$ cat src/rtl/dm_arbiter.sv
// rtl/dm_arbiter.sv - two-requester data-memory arbiter with an IDLE/ACCESS/RESP access FSM
// Define DM_ARB_RR_EN for round-robin arbitration; otherwise requester 0 has fixed priority.
module dm_arbiter (
    input  logic        clk,
    input  logic        rst,
    input  logic        req0,
    input  logic        we0,
    input  logic [31:0] addr0,
    input  logic [31:0] wdata0,
    input  logic [3:0]  ls0,
    input  logic        req1,
    input  logic        we1,
    input  logic [31:0] addr1,
    input  logic [31:0] wdata1,
    input  logic [3:0]  ls1,
    output logic        gnt0,
    output logic        rvalid0,
    output logic [31:0] rdata0,
    output logic        err0,
    output logic        gnt1,
    output logic        rvalid1,
    output logic [31:0] rdata1,
    output logic        err1,
    output logic        mem_wr,
    output logic [31:0] mem_addr,
    output logic [31:0] mem_din,
    output logic [3:0]  mem_ls,
    input  logic [31:0] mem_dout
);

    typedef enum logic [1:0] {
        S_IDLE   = 2'd0,
        S_ACCESS = 2'd1,
        S_RESP   = 2'd2
    } state_t;

    state_t      state_q;
    logic        idx_q;
    logic        we_q;
    logic        err_q;
    logic        mem_wr_q;
    logic [31:0] mem_addr_q;
    logic [31:0] mem_din_q;
    logic [3:0]  mem_ls_q;
    logic [1:0]  rvalid_q;
    logic [1:0]  err_o_q;
    logic [31:0] rdata0_q;
    logic [31:0] rdata1_q;

    logic        pick1;
    logic        grant;
    logic        sel_we;
    logic [31:0] sel_addr;
    logic [31:0] sel_wdata;
    logic [3:0]  sel_ls;
    logic        sel_err;

    function automatic logic access_err(input logic [3:0] ls, input logic [1:0] a);
        case (ls)
            4'b0000:          return a != 2'b00;
            4'b1000, 4'b0010: return a[0];
            4'b0100, 4'b0001: return 1'b0;
            default:          return 1'b1;
        endcase
    endfunction

`ifdef DM_ARB_RR_EN
    logic ptr_q;
    assign pick1 = req1 && (!req0 || ptr_q);
`else
    assign pick1 = req1 && !req0;
`endif

    // Grant is combinational so the requester sees it in the cycle its request is taken.
    assign grant = (state_q == S_IDLE) && (req0 || req1) && !rst;
    assign gnt0  = grant && !pick1;
    assign gnt1  = grant && pick1;

    assign sel_we    = pick1 ? we1    : we0;
    assign sel_addr  = pick1 ? addr1  : addr0;
    assign sel_wdata = pick1 ? wdata1 : wdata0;
    assign sel_ls    = pick1 ? ls1    : ls0;
    assign sel_err   = access_err(sel_ls, sel_addr[1:0]);

    // Gating with rst keeps a write in flight from landing on the reset edge.
    assign mem_wr   = mem_wr_q && !rst;
    assign mem_addr = mem_addr_q;
    assign mem_din  = mem_din_q;
    assign mem_ls   = mem_ls_q;
    assign rvalid0  = rvalid_q[0];
    assign rvalid1  = rvalid_q[1];
    assign err0     = err_o_q[0];
    assign err1     = err_o_q[1];
    assign rdata0   = rdata0_q;
    assign rdata1   = rdata1_q;

    always_ff @(posedge clk) begin
        if (rst) begin
            state_q    <= S_IDLE;
            idx_q      <= 1'b0;
            we_q       <= 1'b0;
            err_q      <= 1'b0;
            mem_wr_q   <= 1'b0;
            mem_addr_q <= 32'h0;
            mem_din_q  <= 32'h0;
            mem_ls_q   <= 4'h0;
            rvalid_q   <= 2'b00;
            err_o_q    <= 2'b00;
            rdata0_q   <= 32'h0;
            rdata1_q   <= 32'h0;
`ifdef DM_ARB_RR_EN
            ptr_q      <= 1'b0;
`endif
        end else begin
            case (state_q)
                S_IDLE: begin
                    if (grant) begin
                        idx_q      <= pick1;
                        we_q       <= sel_we;
                        err_q      <= sel_err;
                        mem_wr_q   <= sel_we && !sel_err;
                        mem_addr_q <= sel_addr;
                        mem_din_q  <= sel_wdata;
                        mem_ls_q   <= sel_ls;
                        state_q    <= S_ACCESS;
`ifdef DM_ARB_RR_EN
                        ptr_q      <= !pick1;
`endif
                    end
                end
                S_ACCESS: begin
                    mem_wr_q        <= 1'b0;
                    rvalid_q[idx_q] <= 1'b1;
                    err_o_q[idx_q]  <= err_q;
                    // Rejected accesses return zero; good stores leave rdata alone.
                    if (err_q || !we_q) begin
                        if (idx_q) rdata1_q <= err_q ? 32'h0 : mem_dout;
                        else       rdata0_q <= err_q ? 32'h0 : mem_dout;
                    end
                    state_q <= S_RESP;
                end
                S_RESP: begin
                    rvalid_q <= 2'b00;
                    err_o_q  <= 2'b00;
                    state_q  <= S_IDLE;
                end
                default: state_q <= S_IDLE;
            endcase
        end
    end

endmodule

$ cat config.mk
export PLATFORM = sky130hd
export DESIGN_NAME = dm_arbiter
export DESIGN_NICKNAME = d
export VERILOG_FILES = /design/src/rtl/dm_arbiter.sv
export SDC_FILE = /design/constraint.sdc
export NUM_CORES = 1
export LEC_CHECK = 0
export ABC_AREA = 1
export ABC_CLOCK_PERIOD_IN_PS = 3000
export CAP_MARGIN = 20
export CORE_MARGIN = 2
export CORE_UTILIZATION = 24
export CTS_CLUSTER_DIAMETER = 30
export DETAILED_ROUTE_END_ITERATION = 7
export HOLD_SLACK_MARGIN = 0.08
export PLACE_DENSITY = 0.57
export SETUP_SLACK_MARGIN = 0.02
export SKIP_CTS_REPAIR_TIMING = 1
export SLEW_MARGIN = 5
export SYNTH_ARGS = -nofsm -noshare
export SYNTH_HDL_FRONTEND = slang
export SYNTH_SLANG_ARGS = --single-unit
$ cat constraint.sdc
create_clock -name clk -period 3 [get_ports clk]
set_input_delay 0.6 -clock clk [delete_from_list [all_inputs] [get_ports clk]]
set_output_delay 0.6 -clock clk [all_outputs]
set_load 0.05 [all_outputs]
Word level (Yosys, flattened, before mapping)
Cells that the tools add are included.
W data, S select, Z words.
{"block": "op_classes", "n_lt_le_gt_ge": 2, "eq_ne": 7, "n_mux": 15, "bitwise_logic": 2, "n_reduce_logical": 26}
{"op": "$mux W32", "n": 3}
{"op": "$pmux W2 S2", "n": 3}
{"op": "$logic_and A1 B1 Y1", "n": 8}
{"op": "$reduce_and A3 Y1", "n": 2}
{"op": "$reduce_bool A2 Y1", "n": 3}
{"op": "$logic_not A1 Y1", "n": 5}
{"op": "$eq A4 B1 Y1 const B", "n": 1}
{"op": "$eq A4 B2 Y1 const B", "n": 1}
{"op": "$eq A4 B3 Y1 const B", "n": 1}
{"op": "$eq A4 B4 Y1 const B", "n": 1}
{"op": "$logic_not A4 Y1", "n": 1}
{"op": "$mux W4", "n": 1}
{"op": "$reduce_and A2 Y1", "n": 2}
{"op": "$reduce_or A2 Y1", "n": 2}
{"op": "$mux W1", "n": 3}
{"op": "$pmux W1 S3", "n": 1}
{"op": "$bwmux W2", "n": 1}
{"op": "$eq A2 B1 Y1 const B", "n": 1}
{"op": "$eq A2 B2 Y1 const B", "n": 1}
{"op": "$logic_not A2 Y1", "n": 1}
{"op": "$logic_or A1 B1 Y1", "n": 2}
{"op": "$lt A1 B2 Y1 const B", "n": 1}
{"op": "$mux W2", "n": 1}
{"op": "$ne A2 B2 Y1 const B", "n": 1}
{"op": "other kinds (5)", "n": 5}
{"block": "totals", "ff_bits": 142, "in_bits": 174, "output_inout_bits": 139, "elab_cells": 64}

Depth between registers and ports, before layout
Gate-level depths: netlist of run 1.
{"block": "depth", "word_depth": 10, "mapped_depth": 11, "mapped_depth_nobuf": 10}

Worst setup path after synthesis of run 1
Ideal clock, no wire load.
{"block": "synth_path", "kind": "input -> output", "startpoint": "in rst", "endpoint": "out mem_wr", "t_arrival_ns": 1.459, "t_required_ns": 2.400, "slack_ns": 0.941, "cell_stages": 2, "path_buffers": 1, "cell_sequence": "buf_2 nor2_1"}
{"block": "synth_between", "elab_chain_cells": 2}
{"element": "start, declared", "line": "5", "text": "input logic rst,"}
{"element": "$logic_not A1 Y1", "line": "86", "text": "assign mem_wr = mem_wr_q && !rst;"}
{"element": "$logic_and A1 B1 Y1", "line": "86"}
{"element": "end, declared", "line": "24", "text": "output logic mem_wr,"}
No other way between the ends.

Worst setup path after layout of run 1
{"block": "layout_path", "startpoint": "in req0", "endpoint": "out gnt0"}
{"block": "layout_between", "elab_chain_cells": 4, "elab_cells_between_ends": 7, "cone_classes": "reduce/logical: 7"}
{"element": "start, declared", "line": "6", "text": "input logic req0,"}
{"element": "$logic_or A1 B1 Y1 or $logic_not A1 Y1 (tied branches)", "line": "75, 71"}
{"element": "$logic_and A1 B1 Y1, on equally long branches", "line": "75, 71"}
{"element": "$logic_and A1 B1 Y1 or $logic_not A1 Y1 (tied branches)", "line": "75, 76"}
{"element": "$logic_and A1 B1 Y1 *", "line": "76", "text": "assign gnt0 = grant && !pick1;"}
{"element": "end, declared", "line": "16", "text": "output logic gnt0,"}
Mark *: on every way between the ends. The rest lies on a longest branch, timed or not.

==> impl_metrics.yaml, run 1 <==
run_status:
  status: "completed"
routing:
  totalWireLength_um: 23400
  route.detailed.drc: 0
  ant_nets: 0
  drt-wirelength-per-cell_um: 15.5
  dr.pass1.iters: 4
  drt-initial-drc-count: 310
  vias: 6484
  routed_via_density: 4.29
clock_tree:
  worstSkewPairLatency_ns: 0.42
  cts_root_buf: "clkbuf_16"
  numCtsBuffers: 17
  clkSlewWorstSetupHoldPaths_ns: 0.06
  clk_path_buf_depth: 2
  cts_sinks: 142
  cts_tree: "done"
  htreeDepth: 4
floorplanning:
  rows: 57
  io_pins: 313
  die_h_um: 162
  core_um2: 24500
  start_util_pct: 24.6
  die_w_um: 162
  die_area_um2: 26400
worst_hold_path:
  hold_start: "we_q"
  hold_class: "register to register"
  holdPathEnd: "we_q"
  whs_path_depth: 2
grt:
  grt.overflow.total: 0
  grt_usage_pct: 17.5
  grt_pass1_wl_um: 35700
  grt_max_degree: 66
  antenna_found_initial: 0
  first_global_vias: 6287
setup_path:
  reg2reg_slack_ns: 0.98
  critPathMaxFanout: 24
  r2r_start: "state_q[0]"
  cp-end-kind: "primary output"
  worst-endpoint-arrival_ns: 2.20
  required_ns: 2.40
  worstSetupPathType: "input pin to primary output"
  r2r-end: "mem_addr[29]"
  r2r_cells: 10
  cp-start-kind: "input pin"
synth:
  yosysTopAreaCell: "dfxtp_1"
  ys_seq_elements: 142
  ys_types: 21
  avgSynthCellArea_um2: 6.84
  ys_warn_count: 0
  syn_inst: 881
  synthTopCellsByArea: "dfxtp_1 47%, nand2_1 22%, a21oi_1 13%"
  yosysTopAreaCellShare_pct: 47.2
  syn_nets: 1059
  synth-seq-area-share_pct: 47.2
  synth_area_um2: 6020
layout:
  nets: 1353
  fin_cells: 1512
  fin_area_um2: 10100
  drive_gt1_share_pct: 5.22
  final_util_pct: 41.2
  syn2layout_area_growth_pct: 67.4
  antennaDiodeCount: 0
power:
  p_leak_nw: 4.21
  power_density_nw_per_um2: 781
  power_mw: 7.87
  ir_worst_vdd_uv: 335
timing:
  period_share_pct: 93.5
  clock.fmax_ghz: 0.357
  fin_crit_ns: 2.80
  clock_skew_ns: 0.0110
  worst_pin_slew_ns: 0.728
  drv_slew: 0
  setup_viol: 0
  tns_ns: 0
  slew_headroom_pct: 51.4
  rsz0062_at_grt: "no"
  report.final.hold_viol_count: 0
placed_design:
  hpwl_um: 16800
  placed_area_um2: 9420
  portBuffers: 312
  place_inst: 1479
  place.gp.congestion: 0.851
flow_run:
  drv_cap: 0
flip-flops by register name (all words and copies together), names as in the netlist:
| name | flops |
|---|---|
| mem_addr | 32 |
| mem_din | 32 |
| rdata0 | 32 |
| rdata1 | 32 |
| mem_ls | 4 |
| err_o_q | 2 |
| rvalid_q | 2 |
| state_q | 2 |
| err_q | 1 |
| idx_q | 1 |
| mem_wr_q | 1 |
| we_q | 1 |
logic make-up after synthesis:
logic type      Yosys count  synth area share (%)
compound gates          198                  16.7
fa+ha+maj                 4                 0.831
buf+inv                 115                  8.25
flops                   142                  47.2
simple gates            422                  27.0
worst max-delay path, cell delays in order:
cell and delay [ns]:
clkdlybuf4s50_1 0.58, o21ai_2 0.15, inv_2 0.07, nand2_2 0.06
nor2_4 0.51, buf_12 0.22
synth_stat cells (all sizes together):
master  count
nand2     359
a21oi     154
dfxtp     142
inv        58
nor2       52
o21ai      40
buf        34
clkbuf     21
nand3      10
ha          4
a22o        3
clkinv      2
o21a        1
or2         1
layer usage:
layer / routed length (um) / track usage [%] / up-vias
met2: 11400 / 29.9 / 177
met5: 0 / 0 / -
li1: - / - / 3363
met4: 553 / 5.47 / 0
met3: 1080 / 3.92 / 34
met1: 10400 / 22.0 / 2910
layout by cell type (no fill, tap or decap), types with 4 or more instances in the layout:
cell type and n:
nand3_1 10, bufinv_16 4, inv_1 55, a21oi_1 154, nand2_1 357, ha_1 4, clkbuf_16 17, clkinv_4 4
clkdlybuf4s50_1 308, o21ai_0 39, nor2_1 49, buf_4 19, dfxtp_1 142
layout make-up:
cell class              count  area, um^2
fillers                  2561       14400
flip-flops and latches    142        2840
inverters                  60         225
clock buffers              20         447
well taps                 324         405
clock inverters            12         185
multi-input cells         624        2690
repair buffers            330        3290
how the worst max path moves through the flow:
| stage | startpoint | to | slack (ns) |
|---|---|---|---|
| 3_5_place_dp | req0 | gnt0 | 0.21 |
| 6_report | req0 | gnt0 | 0.20 |
| 4_1_cts | req0 | gnt0 | 0.20 |
| 2_1_floorplan | rst | mem_wr | 0.94 |
| 3_3_place_gp | req0 | gnt0 | 0.24 |
| 5_1_grt | req0 | gnt0 | 0.12 |
per-stage QoR:
step           worst slack, ns  hold WS, ns
3_3_place_gp             0.242        0.442
5_1_grt                  0.117        0.472
4_1_cts                  0.197        0.458
2_1_floorplan            0.941        0.419
3_5_place_dp             0.208        0.443
6_report                 0.195        0.454
where the power goes:
group / internal (mW) / switching, mW
Clock: 1.42 / 0.871
Sequential: 2.21 / 0.162
Combinational: 1.06 / 2.14
No activity file was read; power rests on OpenSTA's default activity.
==> run 2: changes to the inputs <==
- ABC_AREA: 1 -> default
==> impl_metrics.yaml, run 2 <==
grt:
  use_met2_pct: 24.4
  grt_pass1_wl_um: 31000
  grt_max_degree: 83
  grt.overflow.total: 0
  antenna_found_initial: 1
  grt_use_met1_pct: 18.4
  met3_usage_pct: 6.42
  grt_usage_pct: 15.0
  first_global_vias: 5725
  gr-max-usage-layer: "met2"
power:
  p_leak_nw: 3.77
  power_density_nw_per_um2: 776
  power_mw: 7.67
  ir_worst_vdd_uv: 308
floorplanning:
  core_um2: 24300
  die_w_um: 161
  die_h_um: 161
  rows: 57
  io_pins: 313
  die_area_um2: 26100
  start_util_pct: 24.5
timing:
  clock_skew_ns: 0.00877
  tns_ns: 0
  slew_headroom_pct: 41.6
  fin_crit_ns: 2.42
  worst_pin_slew_ns: 0.876
  clock.fmax_ghz: 0.413
  period_share_pct: 80.6
  hold_ws_ns: 0.452
  setup_viol: 0
  drv_slew: 0
  report.final.hold_viol_count: 0
  rsz0062_at_grt: "no"
synth:
  ys_warn_count: 0
  synth-seq-area-share_pct: 47.8
  synth_edf_count: 0
  synthTopCellsByArea: "dfxtp_1 48%, mux2i_1 11%, nand2_1 8.9%"
  syn_nets: 865
  yosysTopAreaCell: "dfxtp_1"
  ys_types: 35
  ys_async_sr_fraction_pct: 0
  yosysTopAreaCellShare_pct: 47.8
  yosysMostFrequentCell: "dfxtp_1"
  ys_seq_elements: 142
  syn_inst: 687
  synth_area_um2: 5950
  synthFlopType: "dfxtp_1"
  avgSynthCellArea_um2: 8.66
  synth_commonest_cells: "142 x dfxtp_1, 141 x nand2_1, 77 x nor2_1"
layout:
  final_common_cell: "clkdlybuf4s50_1"
  drive_gt1_share_pct: 5.76
  fillers: 2505
  antennaDiodeCount: 0
  nets: 1154
  syn2layout_area_growth_pct: 66.3
  most-common-layout-cells: "308 x clkdlybuf4s50_1, 142 x dfxtp_1, 141 x nand2_1"
  fin_area_um2: 9890
worst_hold_path:
  hold_class: "register to register"
placed_design:
  portBuffers: 312
  place.gp.congestion: 0.735
  hpwl_um: 14000
  placed_area_um2: 9330
setup_path:
  required_ns: 2.40
  worst-endpoint-arrival_ns: 1.82
  cp-end-kind: "primary output"
  cp-start-kind: "register"
  critPathMaxFanout: 7
  worstSetupPathType: "register to primary output"
routing:
  drt-wirelength-per-cell_um: 15.1
  dr.pass1.iters: 6
  drt-initial-drc-count: 264
  routed_via_density: 4.36
  vias: 5726
  totalWireLength_um: 19900
  route.detailed.drc: 0
  ant_nets: 0
run_status:
  status: "completed"
clock_tree:
  numCtsBuffers: 17
  cts_sinks: 142
  cts_tree: "done"
  clk_path_buf_depth: 2
  cts_root_buf: "clkbuf_16"
  clkSlewWorstSetupHoldPaths_ns: 0.06
  htreeDepth: 4
  worstSkewPairLatency_ns: 0.41
flow_run:
  drv_cap: 0
==> run 2: changes by cell type in the layout (fill, tap and decap cells not counted), moves of 7 or more <==
| cell | delta |
|---|---|
| a211oi_1 | +56 |
| a21oi_1 | -85 |
| inv_1 | -51 |
| mux2i_1 | +65 |
| nand2_1 | -216 |
| nand3_1 | -7 |
| nor2_1 | +26 |
| nor2b_1 | +34 |
| o21ai_0 | -32 |
==> run 2: final cells by class <==
type                            count  area (um^2)  area share (%)
Timing Repair Buffer              324         3240            32.8
Sequential cell                   142         2840            28.7
Multi-Input combinational cell    487         2830            28.6
Clock buffer                       20          447            4.51
Tap cell                          324          405            4.10
Clock inverter                     12          113            1.14
Inverter                            4         15.0           0.152
==> run 2: final timing paths <==
check,slack (ns),depth (start not counted),start,to
setup / recovery,0.58,4,state_q[0],gnt0
hold / removal,0.45,2,rdata1[0],rdata1[0]
setup reg to reg,1.04,7,state_q[0],mem_din[25]
hold reg to reg,0.45,2,rdata1[0],rdata1[0]
==> run 2: critical path, stage by stage, from the launching register on <==
cell and delay, ns:
dfxtp_1 0.33, inv_1 0.10, ha_1 0.35, and3b_1 0.38, buf_4 0.26
==> run 2: metal layers <==
metal,up-vias,part of all wire [%]
li1,2930,-
met1,2580,44
met2,205,46
met3,9,9.3
met4,2,0.70
met5,-,0.065
==> run 2: where the power goes <==
part | internal, mW | switching [mW]
combinational | 1.13 | 2.10
sequential | 2.23 | 0.177
clock | 1.17 | 0.867
==> run 2: logic make-up (layout without fill, tap and decap cells) <==
kind of cell	after synthesis	count (layout)	synth area share, %
simple gates	267	267	19.2
buf+inv	58	360	4.92
flops	142	142	47.8
mux	67	67	11.3
compound gates	149	149	16.0
fa+ha+maj	4	4	0.841
==> run 2: metrics by stage <==
step | setup WS (ns) | utilization (%) | instances
final | 0.581 | 40.7 | 1313
after floorplan | 0.754 | - | 687
after global placement | 0.609 | 38.4 | 1281
after CTS | 0.557 | 40.7 | 1313
after global routing | 0.461 | 40.7 | 1313
after detailed placement | 0.535 | 38.4 | 1281
==> run 3: changes to the inputs <==
- ABC_CLOCK_PERIOD_IN_PS: 3000 -> 2500
- clock period: 3 -> 2.5 ns (I/O delays scaled with it)
==> impl_metrics.yaml, run 3 (synthesis results as in run 2) <==
routing:
  vias: 5775
  drt-initial-drc-count: 223
  route.detailed.drc: 0
  ant_nets: 0
  dr.pass1.iters: 5
  drt-wirelength-per-cell_um: 15.4
  routed_via_density: 4.38
  totalWireLength_um: 20300
grt:
  first_global_vias: 5642
  grt_usage_pct: 15.5
  met3_usage_pct: 6.14
  antenna_found_initial: 0
  grt_max_degree: 56
  grt_use_met1_pct: 19.1
  gr-max-usage-layer: "met2"
  grt_pass1_wl_um: 31700
  grt.overflow.total: 0
  use_met2_pct: 25.3
timing:
  slew_headroom_pct: 51.2
  period_share_pct: 90.0
  hold_ws_ns: 0.359
  rsz0062_at_grt: "no"
  tns_ns: 0
  setup_viol: 0
  clock_skew_ns: 0.0198
  fin_crit_ns: 2.25
  report.final.hold_viol_count: 0
  clock.fmax_ghz: 0.445
  drv_slew: 0
  worst_pin_slew_ns: 0.732
setup_path:
  cp-start-kind: "register"
  crit_family: "simple AND/OR/NAND/NOR gates"
  worstSetupPathType: "register to primary output"
  crit_buf_inv: 2
  worst-endpoint-arrival_ns: 1.75
  cp-end-kind: "primary output"
  critPathMaxFanout: 7
  path_cells: "inv_1 -> ha_1 -> and3b_1 -> buf_12"
  slowest_delay_ns: 0.42
  slowest_stage: "and3b_1"
  required_ns: 2.00
floorplanning:
  io_pins: 313
  core_um2: 24300
  die_w_um: 161
  die_h_um: 161
  start_util_pct: 24.5
  die_area_um2: 26100
  rows: 57
clock_tree:
  worstSkewPairLatency_ns: 0.43
  cts_sinks: 142
  cts_tree: "done"
  clkSlewWorstSetupHoldPaths_ns: 0.07
  htreeDepth: 4
  cts_root_buf: "clkbuf_16"
  clk_path_buf_depth: 2
  numCtsBuffers: 17
layout:
  syn2layout_area_growth_pct: 68.4
  nets: 1161
  drive_gt1_share_pct: 6.63
  most-common-layout-cells: "308 x clkdlybuf4s50_1, 142 x dfxtp_1, 141 x nand2_1"
  antennaDiodeCount: 0
  final_common_cell: "clkdlybuf4s50_1"
placed_design:
  portBuffers: 312
  hpwl_um: 14500
  place.gp.congestion: 0.757
flow_run:
  drv_cap: 0
worst_hold_path:
  hold_class: "input pin to register"
power:
  ir_worst_vdd_uv: 369
  power_density_nw_per_um2: 937
  p_leak_nw: 3.82
run_status:
  status: "completed"
## run 3: layout make-up
type,instances,area (um^2)
clock buffers,17,425
clock inverters,15,154
fillers,2454,14300
inverters,4,15.0
multi-input cells,487,2830
flip-flops and latches,142,2840
well taps,324,405
repair buffers,331,3340
## run 3: power breakdown
part	switching [mW]	internal [mW]	total (mW)
Clock	1.15	1.41	2.56
Sequential	0.215	2.67	2.89
Combinational	2.54	1.40	3.94
Total	3.90	5.49	9.39
## run 3: worst register-to-register path: cells and delay by family (launching register included)
kind	cells	cell delay (ns)
DFF	1	0.35
and+or+nand+nor	2	0.80
adders and majority gates	1	0.24
AOI/OAI and AO/OA	2	0.39
buffers and inverters	1	0.08
## run 3: path summary, 6_finish.rpt
kind / endpoint / from / slack (ns) / cells after the start
setup / recovery: gnt0 / state_q[0] / 0.25 / 4
hold / removal: mem_din[29] / rst / 0.36 / 2
setup reg to reg: rdata1[4] / state_q[1] / 0.60 / 6
hold reg to reg: rdata1[31] / rdata1[31] / 0.45 / 2
## run 3: through the flow
stage | std cells | setup WS (ns) | instance area, um^2 | power [mW] | utilization, %
finish | 1320 | 0.250 | 10000 | 9.39 | 41.2
global route | 1320 | 0.0775 | 10000 | 9.91 | 41.2
CTS | 1320 | 0.198 | 10000 | 9.54 | 41.2
detailed placement | 1288 | 0.189 | 9440 | 6.92 | 38.8
global placement | 1288 | 0.215 | 9440 | 6.91 | 38.8
floorplan | 687 | 0.454 | 5950 | 5.42 | -
## run 3: metal layers
| layer | vias up | part of all wire [%] | wire length, um |
|---|---|---|---|
| met5 | - | 0 | 0 |
| met4 | 0 | 0.84 | 170 |
| met3 | 8 | 9.0 | 1820 |
| met2 | 217 | 47 | 9490 |
| met1 | 2610 | 44 | 8860 |
| li1 | 2940 | - | - |
